$ cat config.mk
export PLATFORM = sky130hd
export DESIGN_NAME = midi_encoder_flat
export DESIGN_NICKNAME = d
export VERILOG_FILES = /design/src/rtl/midi_encoder_if.sv /design/src/rtl/midi_encoder.sv /design/src/flat_wrapper.sv
export SDC_FILE = /design/constraint.sdc
export NUM_CORES = 1
export LEC_CHECK = 0
export CORE_MARGIN = 3
export CORE_UTILIZATION = 40
export DETAILED_ROUTE_END_ITERATION = 6
export GPL_TIMING_DRIVEN = 1
export SYNTH_ARGS = -nofsm -noshare
export SYNTH_HDL_FRONTEND = slang
export SYNTH_SLANG_ARGS = --single-unit
$ cat constraint.sdc
create_clock -name clk -period 1.79 [get_ports clk]
set_input_delay 0.358 -clock clk [delete_from_list [all_inputs] [get_ports clk]]
set_output_delay 0.358 -clock clk [all_outputs]
set_load 0.01 [all_outputs]
$ cat src/rtl/midi_encoder_if.sv
// Message request/acknowledge bundle between a MIDI message producer and midi_encoder.
interface midi_encoder_if;
  logic       midi_send;
  logic [7:0] midi_byte0;
  logic [7:0] midi_byte1;
  logic [7:0] midi_byte2;
  logic       busy;
  logic       midi_byte_done;
  logic       midi_error;

  modport master (
    output midi_send, midi_byte0, midi_byte1, midi_byte2,
    input  busy, midi_byte_done, midi_error
  );

  modport slave (
    input  midi_send, midi_byte0, midi_byte1, midi_byte2,
    output busy, midi_byte_done, midi_error
  );
endinterface

$ cat src/rtl/midi_encoder.sv
// MIDI OUT transmitter: sizes a status+data message, applies running status and
// shifts the bytes out as back-to-back 8N1 frames using an internal bit-rate counter.
module midi_encoder #(
  parameter int CLOCK_DIVIDE   = 384,
  parameter bit RUNNING_STATUS = 1'b1
) (
  input  logic          clk,
  input  logic          reset,
  midi_encoder_if.slave ctl,
  output logic          midi_port,
  output logic [3:0]    tx_byte_dbg
);
  localparam int BIT_CLKS = 4 * CLOCK_DIVIDE;
  localparam int CW       = (BIT_CLKS > 1) ? $clog2(BIT_CLKS) : 1;
  localparam logic [CW-1:0] BAUD_LAST = CW'(BIT_CLKS - 1);

  typedef enum logic [2:0] {
    S_IDLE  = 3'd0,
    S_START = 3'd1,
    S_DATA  = 3'd2,
    S_STOP  = 3'd3,
    S_DONE  = 3'd4
  } state_t;

  state_t        state_reg, state_next;
  logic [CW-1:0] baud_cnt_reg;
  logic [2:0]    bit_cnt_reg;
  logic [1:0]    byte_idx_reg;
  logic [1:0]    msg_len_reg;
  logic [7:0]    msg_reg [3];
  logic [7:0]    last_status_reg;
  logic          error_reg;

  logic [7:0] data_in     [2];
  logic [7:0] data_masked [2];
  logic       is_channel;
  logic       skip_status;
  logic [1:0] base_len;
  logic [1:0] msg_len;
  logic       can_accept;
  logic       start_ok;
  logic       reject;
  logic       bit_end;
  logic       in_frame;
  logic       last_byte;
  logic [7:0] cur_byte;

  assign data_in[0] = ctl.midi_byte1;
  assign data_in[1] = ctl.midi_byte2;

  genvar gi;
  generate
    for (gi = 0; gi < 2; gi++) begin : g_mask
      assign data_masked[gi] = data_in[gi] & 8'h7F;
    end
  endgenerate

  // Message length from the status byte, before running-status reduction.
  always_comb begin
    is_channel = 1'b0;
    base_len   = 2'd1;
    case (ctl.midi_byte0[7:4])
      4'h8, 4'h9, 4'hA, 4'hB, 4'hE: begin
        is_channel = 1'b1;
        base_len   = 2'd3;
      end
      4'hC, 4'hD: begin
        is_channel = 1'b1;
        base_len   = 2'd2;
      end
      4'hF: begin
        case (ctl.midi_byte0[3:0])
          4'h2:       base_len = 2'd3;
          4'h1, 4'h3: base_len = 2'd2;
          default:    base_len = 2'd1;
        endcase
      end
      default: ;
    endcase
    skip_status = RUNNING_STATUS && is_channel && (ctl.midi_byte0 == last_status_reg);
    msg_len     = skip_status ? (base_len - 2'd1) : base_len;
  end

  assign in_frame   = (state_reg == S_START) || (state_reg == S_DATA) || (state_reg == S_STOP);
  assign can_accept = (state_reg == S_IDLE) || (state_reg == S_DONE);
  assign start_ok   = can_accept && ctl.midi_send && ctl.midi_byte0[7];
  assign reject     = can_accept && ctl.midi_send && !ctl.midi_byte0[7];
  assign bit_end    = (baud_cnt_reg == BAUD_LAST);
  assign last_byte  = (byte_idx_reg == (msg_len_reg - 2'd1));

  always_comb begin
    case (byte_idx_reg)
      2'd0:    cur_byte = msg_reg[0];
      2'd1:    cur_byte = msg_reg[1];
      default: cur_byte = msg_reg[2];
    endcase
  end

  always_ff @(posedge clk or negedge reset) begin
    if (!reset) begin
      state_reg <= S_IDLE;
    end else begin
      state_reg <= state_next;
    end
  end

  always_comb begin
    state_next = state_reg;
    case (state_reg)
      S_IDLE, S_DONE: state_next = start_ok ? S_START : S_IDLE;
      S_START:        if (bit_end) state_next = S_DATA;
      S_DATA:         if (bit_end && (bit_cnt_reg == 3'd7)) state_next = S_STOP;
      S_STOP:         if (bit_end) state_next = last_byte ? S_DONE : S_START;
      default:        state_next = S_IDLE;
    endcase
  end

  always_comb begin
    midi_port          = 1'b1;
    ctl.busy           = in_frame;
    ctl.midi_byte_done = (state_reg == S_DONE);
    ctl.midi_error     = error_reg;
    case (state_reg)
      S_START: midi_port = 1'b0;
      S_DATA:  midi_port = cur_byte[bit_cnt_reg];
      default: ;
    endcase
    tx_byte_dbg = in_frame ? cur_byte[7:4] : 4'h0;
  end

  // Counters restart on every accepted message and only advance inside a frame.
  always_ff @(posedge clk or negedge reset) begin
    if (!reset) begin
      baud_cnt_reg    <= '0;
      bit_cnt_reg     <= '0;
      byte_idx_reg    <= '0;
      msg_len_reg     <= '0;
      last_status_reg <= '0;
      error_reg       <= 1'b0;
      for (int i = 0; i < 3; i++) begin
        msg_reg[i] <= '0;
      end
    end else begin
      error_reg <= reject;
      if (start_ok) begin
        baud_cnt_reg <= '0;
        bit_cnt_reg  <= '0;
        byte_idx_reg <= '0;
        msg_len_reg  <= msg_len;
        if (skip_status) begin
          msg_reg[0] <= data_masked[0];
          msg_reg[1] <= data_masked[1];
          msg_reg[2] <= 8'h00;
        end else begin
          msg_reg[0] <= ctl.midi_byte0;
          msg_reg[1] <= data_masked[0];
          msg_reg[2] <= data_masked[1];
        end
        if (is_channel) begin
          last_status_reg <= ctl.midi_byte0;
        end else if (ctl.midi_byte0[7:3] == 5'b11110) begin
          last_status_reg <= 8'h00;
        end
      end else if (in_frame) begin
        baud_cnt_reg <= bit_end ? '0 : (baud_cnt_reg + 1'b1);
        if (bit_end && (state_reg == S_DATA)) begin
          bit_cnt_reg <= bit_cnt_reg + 3'd1;
        end
        if (bit_end && (state_reg == S_STOP)) begin
          byte_idx_reg <= byte_idx_reg + 2'd1;
        end
      end
    end
  end
endmodule
$ cat src/flat_wrapper.sv
// flat-port wrapper written by rule: the top's interface ports become plain ports
module midi_encoder_flat 
#(
  parameter int CLOCK_DIVIDE   = 384,
  parameter bit RUNNING_STATUS = 1'b1
)
  (clk, reset, midi_port, tx_byte_dbg, ctl_midi_send, ctl_midi_byte0, ctl_midi_byte1, ctl_midi_byte2, ctl_busy, ctl_midi_byte_done, ctl_midi_error);
  midi_encoder_if ctl_i ();
  input  logic clk;
  input  logic reset;
  output logic midi_port;
  output logic [3:0] tx_byte_dbg;
  input wire logic [$bits(ctl_i.midi_send)-1:0] ctl_midi_send;
  input wire logic [$bits(ctl_i.midi_byte0)-1:0] ctl_midi_byte0;
  input wire logic [$bits(ctl_i.midi_byte1)-1:0] ctl_midi_byte1;
  input wire logic [$bits(ctl_i.midi_byte2)-1:0] ctl_midi_byte2;
  output wire logic [$bits(ctl_i.busy)-1:0] ctl_busy;
  output wire logic [$bits(ctl_i.midi_byte_done)-1:0] ctl_midi_byte_done;
  output wire logic [$bits(ctl_i.midi_error)-1:0] ctl_midi_error;
  assign ctl_i.midi_send = ctl_midi_send;
  assign ctl_i.midi_byte0 = ctl_midi_byte0;
  assign ctl_i.midi_byte1 = ctl_midi_byte1;
  assign ctl_i.midi_byte2 = ctl_midi_byte2;
  assign ctl_busy = ctl_i.busy;
  assign ctl_midi_byte_done = ctl_i.midi_byte_done;
  assign ctl_midi_error = ctl_i.midi_error;
  midi_encoder #(.CLOCK_DIVIDE(CLOCK_DIVIDE), .RUNNING_STATUS(RUNNING_STATUS)) u_core (.clk(clk), .reset(reset), .ctl(ctl_i), .midi_port(midi_port), .tx_byte_dbg(tx_byte_dbg));
endmodule
# Word-level counts from Yosys, hierarchy flattened
# Cells that the tools add are included.
word_totals:
  register_bits: 54
  latch_bits: 0
  ram_bits: 0
  romBits: 0
  inputBits: 27
  wordCells: 93
  memories: 0
op_classes:
  n_addsub: 5
  mul: 0
  n_div: 0
  n_lt_le_gt_ge: 1
  eq_ne: 24
  shifts: 0
  muxes: 27
  n_bitwise: 0
  reduce_logical: 26
ops:
  columns: ["cell", "count"]
  rows:
  - ["$mux W11", 3]
  - ["$eq A4 B4 Y1 const B", 8]
  - ["$mux W24", 1]
  - ["$mux W3", 7]
  - ["$mux W8", 2]
  - ["$pmux W8 S2", 1]
  - ["$pmux W3 S4", 1]
  - ["$add A11 B1 Y11 const B", 1]
  - ["$eq A11 B11 Y1 const B", 1]
  - ["$eq A4 B2 Y1 const B", 2]
  - ["$eq A8 B8 Y1", 1]
  - ["$mux W2", 4]
  - ["$reduce_bool A2 Y1", 4]
  - ["$logic_and A1 B1 Y1", 7]
  - ["$reduce_or A7 Y1", 1]
  - ["$eq A3 B2 Y1 const B", 2]
  - ["$eq A3 B3 Y1 const B", 2]
  - ["$pmux W2 S3", 1]
  - ["$reduce_and A2 Y1", 3]
  - ["$reduce_or A2 Y1", 3]
  - ["$eq A5 B5 Y1 const B", 1]
  - ["$reduce_or A5 Y1", 1]
  - ["$eq A4 B1 Y1 const B", 1]
  - ["$lt A3 B4 Y1 const B", 1]
  - ["other kinds (18)", 24]

# Logic depth before layout (Yosys ltp)
depth:
  depth_word: 6
  mapped_depth: 8
  mapped_depth_nobuf: 7

# Least setup slack after synthesis
# Ideal clock, no wire load.
synth_timing:
  path_type: "flip-flop to output port"
  startpoint: "reg u_core.byte_idx_reg[0]"
  endpoint: "out midi_port"
  t_arrival_ns: 1.806
  required_time_ns: 1.432
  slack_ns: -0.374
  path_stages_with_launch: 9
  n_path_buf: 1
  cell_sequence: "dfrtp_1 inv_1 ha_1 clkbuf_1 nor2_1 a21oi_1 o211ai_1 a31oi_1 a211oi_1"
synth_between:
  elab_chain_cells: 5
synth_lines:
  columns: ["item", "line", "source"]
  rows:
  - ["start, declared", "midi_encoder.sv:28", "logic [1:0] byte_idx_reg;"]
  - ["start signal, assigned", "midi_encoder.sv:170", "byte_idx_reg <= byte_idx_reg + 2'd1;"]
  - ["$eq A2 B1 Y1 / $logic_not A2 Y1 (equally long branches)", "midi_encoder.sv:92", "case (byte_idx_reg)"]
  - ["$pmux W8 S2 (*)", "midi_encoder.sv:92", null]
  - ["$bmux W1 S3 (*)", "midi_encoder.sv:125", "S_DATA: midi_port = cur_byte[bit_cnt_reg];"]
  - ["$mux W1 (not written as such) (*)", "midi_encoder.sv:125", null]
  - ["$pmux W1 S2 (*)", "midi_encoder.sv:123", "case (state_reg)"]
  - ["end, declared", "flat_wrapper.sv:11", "output logic midi_port;"]
# Every way passes the cells marked *; elsewhere a longest branch is shown, timed or not. The select of a mux whose other input is x is not followed.

# Worst setup path after layout
# Ends and elaborated chain as after synthesis.

==> metrics.csv <==
metric,value,unit
PortBufs,32,
gr ovfl total,0,
max_slew headroom,0.788,
cell count of the worst reg-to-reg path,6,
met1 Use GR,0.274,
DRT Pass-1 Iters,4,
M3 GR Usage,0.0332,
Worst path top cell family by delay,flip-flops,
Largest register FFs,22,
final hold vios,1,
"Reg clk slew, reported paths",0.10,ns
Hold Path Class,in -> async,
H-tree levels,2,
Design Power,4.47,mW
Num CTS Buffers,5,
Ports,35,
outcome,"complete, but fails checks",
vias in the first global route,2219,
"Critical Path, Cell by Cell",inv_2 -> ha_4 -> nor2_4 -> buf_4 -> a21oi_2 -> nand3b_1 -> a31oi_1 -> a211oi_2 -> buf_2,
first-pass GRT wire length,11100,µm
WS Path Type,reg -> out,
max-cap violations,0,
CP Data Required Time,1.43,ns
"EDFF count, synth",0,
detailed placement HPWL,4810,µm
Clock Skews,0.0104,ns
Die X,89.2,µm
dpl cells,427,
share of cells above drive strength 1,0.242,
nets@finish,399,
"Seq/Total Area, Yosys",0.470,
synthesized area per cell,9.51,µm²
starting density of the core,0.424,
RSZ-0062 raised after global routing,true,
area added between synthesis and finish,34.1,%
Worst Path Buf+Inv,3,
Leak Pwr,1.80,nW
Netlist cell types,40,
Setup crit end kind,output port,
worst IR drop on VDD,0.500,mV
Total GRT Usage,0.182,
TritonCTS clock tree,done,
post-synthesis cell count,291,
cell area after synthesis,0.00277,mm²
starting DRC count in detailed routing,114,
pwr dens,1210,mW/mm²
Worst Path Arrival,1.91,ns
GR peak layer,met1,
clk_lat worst skew,0.32,ns
Placer Congestion,0.818,
"Cell Count, Final, Fillers Out",445,
Post-Route WL,6590,µm
Yosys reg bits,52,
row cnt,29,
antenna cells,0,
Max Freq,440,MHz
most used flip-flop cell after synthesis,dfrtp_1,
CTS root buf,clkbuf_8,
Via-to-Cell Ratio,5.20,
failing checks,"hold timing, setup timing",
minimum clock period,2.27,ns
die area,0.00795,mm²
Vias,2312,
core area,0.00653,mm²
asr flop ratio synth,1.00,
CP Depth,9,
Max Root-Sink Buffers,2,
Worst Tran Pin Value,0.317,ns
WL/cell,14.8,µm
initial antenna violation count,0,
CP peak stage delay,0.44,ns
fin. max-slew vios,0,
hold_ws,-0.0000412,ns
syn_nets,323,
drc violations,0,
final setup fails,5,
crit-path max FO,9,
chip height,89.2,µm
Final ANT Viol Nets,0,
CP Launch Type,register,
synth warn,0,
pin count of the biggest net entering global routing,53,
CTS sink count,52,
"Slowest-stage cell, CP",dfrtp_1,
Final period util,1.27,
met2 Use GR,0.263,
worst setup margin,-0.481,ns
==> layout make-up <==
| type | count | area (µm²) |
|---|---|---|
| well taps | 77 | 96.3 |
| repair buffers | 84 | 723 |
| inverters | 4 | 15.0 |
| multi-input cells | 220 | 1450 |
| flip-flops and latches | 52 | 1300 |
| fillers | 594 | 2820 |
| clock buffers | 7 | 96.3 |
| clock inverters | 1 | 30.0 |
==> where the power goes <==
group | switching (mW) | internal [mW]
clock network | 0.401 | 0.494
logic | 0.785 | 0.852
registers | 0.345 | 1.60
==> worst reg2reg max path, stage by stage, from the launching register on <==
cell and delay (ns):
dfrtp_1 0.39, ha_1 0.18, nand4_1 0.23, nor3_4 0.25, buf_4 0.18, a21oi_1 0.11
a32o_1 0.22
==> per-stage QoR <==
| step | setup TNS, ns | util | instance area [µm²] | worst slack, ns |
|---|---|---|---|---|
| finish | -1.38 | 0.568 | 3710 | -0.481 |
| global placement | -8.36 | 0.532 | 3470 | -0.580 |
| CTS | -1.74 | 0.556 | 3630 | -0.459 |
| global route | -1.86 | 0.568 | 3710 | -0.578 |
| detailed placement | -8.90 | 0.532 | 3470 | -0.618 |
| floorplan | -0.0294 | - | 2800 | -0.0294 |
==> synthesized netlist by cell type, types with 5 or more instances <==
| master | number | area [µm²] |
|---|---|---|
| a22o_1 | 11 | 96.3 |
| nand3_1 | 12 | 60.1 |
| ha_1 | 5 | 62.6 |
| a21oi_1 | 8 | 40.0 |
| o21ai_0 | 16 | 80.1 |
| o21ai_1 | 12 | 60.1 |
| nand2_1 | 56 | 210 |
| mux2i_1 | 19 | 190 |
| nor2_1 | 20 | 75.1 |
| dfrtp_1 | 52 | 1300 |
| xor2_1 | 8 | 70.1 |
| clkbuf_1 | 9 | 33.8 |
| nand4_1 | 6 | 37.5 |
==> timing repair <==
| item | 4_1_cts | 5_1_grt |
|---|---|---|
| hold buffers | 0 | 0 |
| resized for setup | 30 | 13 |
| pin swaps | 3 | 1 |
| setup endpoints to repair | 13 | 21 |
| setup buffers | 2 | 8 |
==> cells by family after synthesis <==
family / count (synthesis) / synth area share
AND/OR/NAND/NOR: 121 / 0.219
AO/OA/AOI/OAI: 63 / 0.146
flip-flops: 52 / 0.470
buffers and inverters: 19 / 0.0353
multiplexers: 19 / 0.0687
XOR/XNOR: 12 / 0.0380
adder cells (fa/ha/maj): 5 / 0.0226
==> metal layers <==
layer,share of wire,vias to the layer above,wire length (µm)
met3,0.035,6,231
li1,-,1182,-
met5,0,-,0
met2,0.43,37,2840
met4,0.015,0,100
met1,0.52,1087,3420
==> placed cells by master, fill, tap and decap left out, types with 5 or more instances in the layout <==
cell / count
nand2_1: 56
dfrtp_1: 51
buf_4: 46
clkdlybuf4s50_1: 24
mux2i_1: 19
nor2_1: 16
o21ai_0: 16
nand3_1: 12
o21ai_1: 12
a22o_1: 11
xor2_1: 8
clkbuf_8: 7
buf_2: 7
nand4_1: 6
a21oi_1: 5
==> path summary, 6_finish.rpt <==
path | to | from | slack [ns]
min | u_core.bit_cnt_reg[1] | reset | -0.00004
max in group asynchronous | u_core.state_reg[0] | reset | 1.51
max reg2reg | u_core.bit_cnt_reg[1] | u_core.baud_cnt_reg[1] | 0.14
min in group clk | u_core.baud_cnt_reg[9] | u_core.baud_cnt_reg[9] | 0.49
min reg2reg | u_core.baud_cnt_reg[9] | u_core.baud_cnt_reg[9] | 0.49
max | midi_port | u_core.byte_idx_reg[0] | -0.48
(Power assumes the default switching activity.)
